$ cat src/rtl/proc_pkg.sv
// Shared definitions for the processor control unit.
//   - opcode_e : three-bit instruction opcodes
//   - state_e  : control FSM states (T0 fetch/idle, T1..T3 execute)
//   - field position constants for the IR word layout
// Optional feature macro used by the design: PROC_CTRL_MVNZ_EN.
package proc_pkg;

    typedef enum logic [2:0] {
        OP_MV   = 3'b000,
        OP_MVI  = 3'b001,
        OP_ADD  = 3'b010,
        OP_SUB  = 3'b011,
        OP_MVNZ = 3'b100
    } opcode_e;

    typedef enum logic [1:0] {
        T0 = 2'd0,
        T1 = 2'd1,
        T2 = 2'd2,
        T3 = 2'd3
    } state_e;

    // IR layout: opcode IR[8:6], X IR[5:3], Y IR[2:0]
    localparam int OP_MSB = 8;
    localparam int OP_LSB = 6;
    localparam int X_MSB  = 5;
    localparam int X_LSB  = 3;
    localparam int Y_MSB  = 2;
    localparam int Y_LSB  = 0;

endpackage

$ cat src/rtl/proc_control_dec3to8.sv
// dec3to8: 3-to-8 one-hot decoder used for the X and Y register fields.
// Ports:
//   i_sel    [2:0] register index
//   o_onehot [7:0] one-hot select, bit i_sel set
module dec3to8 (
    input  logic [2:0] i_sel,
    output logic [7:0] o_onehot
);

    always_comb begin
        o_onehot = 8'h00;
        o_onehot[i_sel] = 1'b1;
    end

endmodule

$ cat src/rtl/proc_control.sv
// proc_control: control FSM of a simple bus-based processor.
// Decodes the IR word and sequences mv / mvi (one execute cycle) and
// add / sub (three execute cycles). Outputs are purely combinational in
// state and IR; only the state is registered.
// Optional feature: define PROC_CTRL_MVNZ_EN to enable mvnz (opcode 100),
// which copies Ry to Rx only when G_nz is high.
// Ports:
//   Clock, Resetn     clock, asynchronous active-low reset
//   Run               start request, sampled only in T0
//   IR [WIDTH-1:0]    instruction word (opcode, X, Y)
//   G_nz              G register nonzero flag (mvnz only)
//   Rout, Rin [7:0]   one-hot register bus drive / load enables
//   Gout, DINout      G / DIN bus drive
//   IRin, Ain, Gin    IR / A / G load enables
//   AddSub            0 = add, 1 = subtract
//   Done              last cycle of an instruction
// The FSM state is visible internally as r_state for debug.
module proc_control
    import proc_pkg::*;
#(
    parameter int WIDTH = 9
) (
    input  logic             Clock,
    input  logic             Resetn,
    input  logic             Run,
    input  logic [WIDTH-1:0] IR,
    input  logic             G_nz,
    output logic [7:0]       Rout,
    output logic [7:0]       Rin,
    output logic             Gout,
    output logic             DINout,
    output logic             IRin,
    output logic             Ain,
    output logic             Gin,
    output logic             AddSub,
    output logic             Done
);

    state_e  r_state;
    state_e  w_next;
    opcode_e w_op;
    logic [7:0] w_x_hot;
    logic [7:0] w_y_hot;
    logic       w_rout_x;
    logic       w_rout_y;
    logic       w_rin_x;
    logic       w_unused_in;

    assign w_op = opcode_e'(IR[OP_MSB:OP_LSB]);

    // Upper IR bits (WIDTH > 9) and, in the default build, G_nz carry no meaning.
    assign w_unused_in = ^{IR, G_nz};

    dec3to8 u_dec_x (
        .i_sel    (IR[X_MSB:X_LSB]),
        .o_onehot (w_x_hot)
    );

    dec3to8 u_dec_y (
        .i_sel    (IR[Y_MSB:Y_LSB]),
        .o_onehot (w_y_hot)
    );

    always_ff @(posedge Clock or negedge Resetn) begin
        if (!Resetn) begin
            r_state <= T0;
        end else begin
            r_state <= w_next;
        end
    end

    always_comb begin
        w_next   = r_state;
        w_rout_x = 1'b0;
        w_rout_y = 1'b0;
        w_rin_x  = 1'b0;
        Gout     = 1'b0;
        DINout   = 1'b0;
        IRin     = 1'b0;
        Ain      = 1'b0;
        Gin      = 1'b0;
        AddSub   = 1'b0;
        Done     = 1'b0;
        case (r_state)
            T0: begin
                if (Run) begin
                    IRin   = 1'b1;
                    w_next = T1;
                end
            end
            T1: begin
                w_next = T0;
                case (w_op)
                    OP_MV: begin
                        w_rout_y = 1'b1;
                        w_rin_x  = 1'b1;
                        Done     = 1'b1;
                    end
                    OP_MVI: begin
                        DINout  = 1'b1;
                        w_rin_x = 1'b1;
                        Done    = 1'b1;
                    end
                    OP_ADD, OP_SUB: begin
                        w_rout_x = 1'b1;
                        Ain      = 1'b1;
                        w_next   = T2;
                    end
`ifdef PROC_CTRL_MVNZ_EN
                    OP_MVNZ: begin
                        w_rout_y = 1'b1;
                        w_rin_x  = G_nz;
                        Done     = 1'b1;
                    end
`endif
                    default: begin
                        // Undefined opcode: retire without touching any register.
                        Done = 1'b1;
                    end
                endcase
            end
            T2: begin
                w_rout_y = 1'b1;
                Gin      = 1'b1;
                AddSub   = (w_op == OP_SUB);
                w_next   = T3;
            end
            T3: begin
                Gout    = 1'b1;
                w_rin_x = 1'b1;
                Done    = 1'b1;
                w_next  = T0;
            end
            default: begin
                w_next = T0;
            end
        endcase
    end

    // Only one register select is ever active per cycle, so Rout stays one-hot.
    assign Rout = (w_rout_x ? w_x_hot : 8'h00) | (w_rout_y ? w_y_hot : 8'h00);
    assign Rin  = w_rin_x ? w_x_hot : 8'h00;

endmodule

$ cat config.mk
export PLATFORM = sky130hd
export DESIGN_NAME = proc_control
export DESIGN_NICKNAME = d
export VERILOG_FILES = /design/src/rtl/proc_pkg.sv /design/src/rtl/proc_control_dec3to8.sv /design/src/rtl/proc_control.sv
export SDC_FILE = /design/constraint.sdc
export NUM_CORES = 1
export LEC_CHECK = 0
export BUFFER_PORTS_ARGS = -buffer_cell sky130_fd_sc_hd__buf_2
export CORE_AREA = 2 2 39 41
export CTS_CLUSTER_DIAMETER = 40
export DETAILED_ROUTE_END_ITERATION = 7
export DIE_AREA = 0 0 41 43
export GPL_TIMING_DRIVEN = 0
export HOLD_SLACK_MARGIN = 0.15
export PLACE_DENSITY = 0.67
export SYNTH_ARGS = -nofsm -noshare
export SYNTH_HDL_FRONTEND = slang
export SYNTH_SLANG_ARGS = --single-unit
$ cat constraint.sdc
create_clock -name Clock -period 2.6 [get_ports Clock]
set_clock_uncertainty 0.1 [all_clocks]
set_input_delay 0 -clock Clock [delete_from_list [all_inputs] [get_ports Clock]]
set_output_delay 0 -clock Clock [all_outputs]
set_load 0.02 [all_outputs]
==> impl_metrics.json, run 1 <==
{
  "p_int_uw": 237,
  "synth_top_cell_by_area": "ha_1",
  "p_sw_share_pct": 50.4,
  "drt_wl_total_um": 1180,
  "drc": 0,
  "end_kind": "primary output",
  "grt_pass1_wl_um": 1860,
  "cpMaxStageDelayCell": "or3b_2",
  "nNetsFinal": 118,
  "die_y_um": 43,
  "tightestPinTransition_ps": 378,
  "post-place-cells": 106,
  "required_ps": 2500,
  "area_delta_synth_final_pct": 62.3,
  "path_clk_slew_ps": 30,
  "firstDrtPassIters": 4,
  "antenna_found_initial": 0,
  "slew_headroom_pct": 74.8,
  "diodes": 0,
  "synth.top_cell.area_share_pct": 14.8,
  "routedWlPerCell_um": 10.4,
  "viasPerCell": 5.01,
  "grt_max_degree": 11,
  "finalHoldViolations": 0,
  "fillers": 133,
  "worstSkewPairLatency_ps": 220,
  "io_pins": 36,
  "p_leak_nw": 0.363,
  "cp_slowest_stage_delay_ps": 470,
  "path_cells": "inv_1 -> ha_1 -> or3b_2 -> o32ai_1 -> buf_2",
  "rows": 14,
  "switchingPower_uw": 240,
  "drive_gt1_share_pct": 41.8,
  "fmax_mhz": 514,
  "tns_ps": 0,
  "cts-buffers-inserted": 3,
  "gp_congestion": 0.846,
  "startpoint_type": "flip-flop",
  "instances_no_fill": 114,
  "fp.dieArea_um2": 1760,
  "seqPwrFrac_pct": 12.7,
  "synth_cells": 56,
  "ys_warn_count": 0,
  "vias": 571,
  "cts_root_buf": "clkbuf_4",
  "initialDrtViolationCount": 11,
  "grt_overflow": 0,
  "maxCapViolCount": 0,
  "p_comb_share_pct": 73.5,
  "fin_crit_sh_pct": 74.9,
  "coreArea_um2": 1380,
  "rsz0062_at_grt": "no",
  "grt_pass1_vias": 493,
  "crit_type": "flip-flop to primary output",
  "path_max_fanout": 6,
  "track_usage_pct": 15.1,
  "cts_max_level": 1,
  "yosysSeqAreaShare_pct": 11.9,
  "post-dp-hpwl_um": 959,
  "syn_area_um2": 422,
  "synth_nets": 74,
  "critPathLaunch": "r_state[0]",
  "p_per_area_nw_per_um2": 696,
  "cts_tree": "yes",
  "finish.utilization_pct": 49.5,
  "ys_top_cells_by_count": "ha_1 (5), nor2_1 (5), nor3_1 (5)",
  "min_from": "IR[6]",
  "clockBufferDepth": 2,
  "fp.dieW_um": 41,
  "synth_area_leaders": "ha_1 (15%), dfrtp_1 (12%), o32ai_1 (8.3%)",
  "slew_viol_final": 0,
  "portBuffers": 34,
  "worstHoldPathType": "input pin to primary output",
  "avgSynthCellArea_um2": 7.53,
  "outcome": "complete, no violations",
  "min_period_ps": 1950,
  "power_frac_clock_pct": 13.8,
  "async_reset_ff_share_pct": 100,
  "setup_viol": 0,
  "clock-sinks": 2,
  "synth.distinct_cells": 27,
  "synth_edf_count": 0,
  "cp.arrival_ps": 1850,
  "ant_nets": 0,
  "irDropWorstVdd_mv": 0.388,
  "initial_core_util_pct": 30.5,
  "ys.flop_type": "dfrtp_1",
  "post_cts_buffers": 0,
  "synth_seq_cells": 2
}
through the flow:
stage	hold slack [ps]	power, mW	setup WS [ps]	cell area, um2
2_1_floorplan	-396	0.313	829	422
3_3_place_gp	-314	0.398	889	612
3_5_place_dp	-313	0.404	882	612
4_1_cts	246	0.483	639	684
5_1_grt	280	0.529	539	684
6_report	242	0.477	654	684
power by group through the flow:
stage          registers, mW  clock network, mW  logic (mW)
2_1_floorplan         0.0580                  0       0.255
5_1_grt               0.0625             0.0747       0.391
6_report              0.0604             0.0658       0.350
3_3_place_gp          0.0605                  0       0.338
3_5_place_dp          0.0607                  0       0.343
4_1_cts               0.0603             0.0694       0.354
final timing paths:
| kind | end | slack [ps] | depth (start not counted) |
|---|---|---|---|
| worst max-delay path | Rout[4] | 650 | 5 |
| worst max register to register | flip-flop | 700 | 5 |
| worst min register to register | flip-flop | 480 | 2 |
| worst min-delay path | AddSub | 240 | 4 |
| min in group asynchronous | r_state[0] | 540 | 3 |
| max in group asynchronous | asynchronous set/reset pin | 1740 | 3 |
critical path: cells and delay by family (launching register included):
family	cells	cell delay (ps)
simple gates	1	470
compound gates	1	130
buf+inv	2	310
fa+ha+maj	1	350
flops	1	360
routing by layer:
metal | vias to the layer above | wire length [um] | GRT usage, %
met5 | - | 0 | 0
met4 | 0 | 9 | 7.33
met3 | 2 | 75 | 4.71
met2 | 22 | 566 | 22.2
met1 | 247 | 530 | 19.2
li1 | 300 | - | -
layout make-up:
cell class | instances | area, um2 | area share (%)
flip-flops and latches | 2 | 50.0 | 7.31
plain buffers | 1 | 3.75 | 0.548
inverters | 3 | 11.3 | 1.65
clock buffers | 3 | 22.5 | 3.29
repair buffers | 39 | 220 | 32.2
well taps | 16 | 20.0 | 2.93
multi-input cells | 50 | 357 | 52.1
cells by family (layout without fill, tap and decap cells):
| kind of cell | after synthesis | in the layout | share of synthesized area, % |
|---|---|---|---|
| simple gates | 29 | 29 | 44.5 |
| compound gates | 16 | 16 | 25.2 |
| fa+ha+maj | 5 | 5 | 14.8 |
| buf+inv | 4 | 46 | 3.56 |
| flops | 2 | 2 | 11.9 |
layout by cell type, fill, tap and decap left out, drive strengths merged, types with 2 or more instances in the layout:
cell,synthesis,layout
and2,2,2
buf,0,34
clkbuf,1,4
dfrtp,2,2
dlygate4sd3,0,5
ha,5,5
inv,3,3
nand2,4,4
nand2b,2,2
nand3b,3,3
nor2,5,5
nor3,5,5
o21ai,5,5
o22ai,3,3
o32ai,4,4
what timing repair did:
action / in CTS / in global routing
hold endpoints to repair: 4 / 0
gates resized for setup: 0 / 0
hold buffers: 5 / 0
(Power assumes the default switching activity.)
==> inputs of run 2 (changes only) <==
--- a/config.mk
+++ b/config.mk
@@ -12,7 +12,7 @@
 export DIE_AREA = 0 0 41 43
 export GPL_TIMING_DRIVEN = 0
 export HOLD_SLACK_MARGIN = 0.15
-export PLACE_DENSITY = 0.67
+export PLACE_DENSITY = 0.69
 export SYNTH_ARGS = -nofsm -noshare
 export SYNTH_HDL_FRONTEND = slang
 export SYNTH_SLANG_ARGS = --single-unit
==> constraint.sdc (replaced) <==
create_clock -name Clock -period 1.74 [get_ports Clock]
set_clock_uncertainty 0.1 [all_clocks]
set_input_delay 0 -clock Clock [delete_from_list [all_inputs] [get_ports Clock]]
set_output_delay 0 -clock Clock [all_outputs]
set_load 0.02 [all_outputs]
==> run 2 against run 1 <==
  * Cell count is 4.4% higher
  * Critical path depth grew 1
  * The flow now finishes with violations (negative setup slack)
  * Sequential share of layout area is 1.3 points lower
  * Cell area up 21%
  * Routed wire length is 18% higher
  * Combinational power increased by 120%
  * Largest cell class unchanged
  * Non-clock buffer count increased by 5
==> impl_metrics.json, run 2 (synthesized netlist as in run 1, its figures left out) <==
{
  "p_per_area_nw_per_um2": 1150,
  "grt_overflow": 0,
  "instances_no_fill": 119,
  "tightestPinTransition_ps": 423,
  "portBuffers": 34,
  "clockBufferDepth": 2,
  "regArea_um2": 50.0,
  "slew_headroom_pct": 71.8,
  "r2r_setup_slack_ps": 380,
  "fin_crit_sh_pct": 100,
  "viasPerCell": 5.12,
  "routedWlPerCell_um": 11.7,
  "antenna_found_initial": 0,
  "firstDrtPassIters": 1,
  "worstHoldPathType": "input pin to primary output",
  "area_delta_synth_final_pct": 96.4,
  "worstSkewPairLatency_ps": 230,
  "setup_ws_ps": -1.41,
  "rsz0062_at_grt": "yes",
  "fp.dieArea_um2": 1760,
  "clock-sinks": 2,
  "fp.dieW_um": 41,
  "grt_pass1_wl_um": 2230,
  "nNetsFinal": 123,
  "violations": "negative setup slack",
  "coreArea_um2": 1380,
  "r2r_cells": 5,
  "min_period_ps": 1740,
  "post-place-cells": 106,
  "endpoint": "Rout[0]",
  "initialDrtViolationCount": 0,
  "post-dp-hpwl_um": 973,
  "initial_core_util_pct": 30.5,
  "cts_root_buf": "clkbuf_4",
  "path_max_fanout": 6,
  "postPlaceCellArea_um2": 626,
  "finalHoldViolations": 0,
  "drc": 0,
  "final_cell_mix": "buf_2 (27), buf_4 (11), nor3_1 (5), dlygate4sd3_1 (5)",
  "vias": 609,
  "fin_area_um2": 828,
  "rows": 14,
  "grt_pass1_vias": 536,
  "track_usage_pct": 18.1,
  "cts_max_level": 1,
  "cts-buffers-inserted": 3,
  "p_leak_nw": 0.405,
  "grt_max_degree": 11,
  "die_y_um": 43,
  "setup_viol": 2,
  "required_ps": 1640,
  "slew_viol_final": 0,
  "timing.hold.ws_ps": 259,
  "ant_nets": 0,
  "mostFrequentLayoutCell": "buf_2",
  "irDropWorstVdd_mv": 1.02,
  "fillers": 121,
  "end_kind": "primary output",
  "drive_gt1_share_pct": 57.3,
  "outcome": "complete, but fails checks",
  "maxCapViolCount": 0,
  "path_clk_slew_ps": 30,
  "fmax_mhz": 574,
  "gp_congestion": 0.872,
  "cp.arrival_ps": 1640,
  "crit_type": "flip-flop to primary output",
  "p_total_uw": 955,
  "multi_input_area_um2": 442,
  "cts_tree": "yes",
  "startpoint_type": "flip-flop",
  "io_pins": 36,
  "drt_wl_total_um": 1400,
  "diodes": 0
}
-- run 2: changes by cell type in the layout (fill, tap and decap cells not counted), moves of 2 or more --
cell,previous run,this run
o21ai_2,0,3
buf_4,0,11
ha_4,0,2
inv_2,0,2
o21ai_1,2,0
o32ai_1,4,2
ha_1,5,3
o32ai_2,0,2
inv_1,3,1
buf_2,34,27
-- run 2: area by class of cell --
type / count / area share, %
clock buffer: 3 / 2.72
inverter: 3 / 1.36
buffer: 1 / 0.453
timing repair buffer: 44 / 33.7
sequential: 2 / 6.04
tap: 16 / 2.42
multi-input combinational: 50 / 53.3
-- run 2: report_power, final --
part           internal, mW  switching [mW]
Sequential           0.0702          0.0152
Combinational         0.360           0.404
Clock                0.0765          0.0292
-- run 2: per-stage QoR --
| stage | utilization, % | worst slack (ps) | TNS, ps |
|---|---|---|---|
| 2_1_floorplan | - | 53.4 | 0 |
| 3_3_place_gp | 45.2 | 18.8 | 0 |
| 3_5_place_dp | 45.2 | -2.23 | -2.23 |
| 4_1_cts | 55.3 | 3.60 | 0 |
| 5_1_grt | 59.9 | -119 | -992 |
| 6_report | 59.9 | -1.41 | -2.00 |
-- run 2: worst min-delay path by stage --
stage,startpoint,endpoint,slack (ps),depth (start not counted)
3_3_place_gp,Resetn,r_state[0],-310,1
6_report,IR[6],AddSub,260,4
2_1_floorplan,Resetn,asynchronous set/reset pin,-400,0
5_1_grt,IR[6],AddSub,290,4
3_5_place_dp,Resetn,r_state[0],-310,1
4_1_cts,IR[5],Rin[0],260,3
-- run 2: routing by layer --
layer	track usage, %	vias up	part of all wire, %
met5	0	-	0
met4	8.00	0	0.79
met3	3.14	2	3.9
met2	26.9	16	54
met1	24.4	282	42
li1	-	309	-
-- run 2: what timing repair did --
item,in CTS,in global routing
gates resized for setup,12,12
hold buffers,5,0
buffers inserted,2,3
endpoints found under the setup margin,16,16
cloned,0,0
hold endpoints to repair,4,0
pin swaps,1,1
-- run 2: critical path: stages (launching register included) --
cell and delay (ps):
dfrtp_1 380, inv_2 110, ha_4 170, nand3b_4 110, or4_4 430, o21ai_2 80, buf_6 130
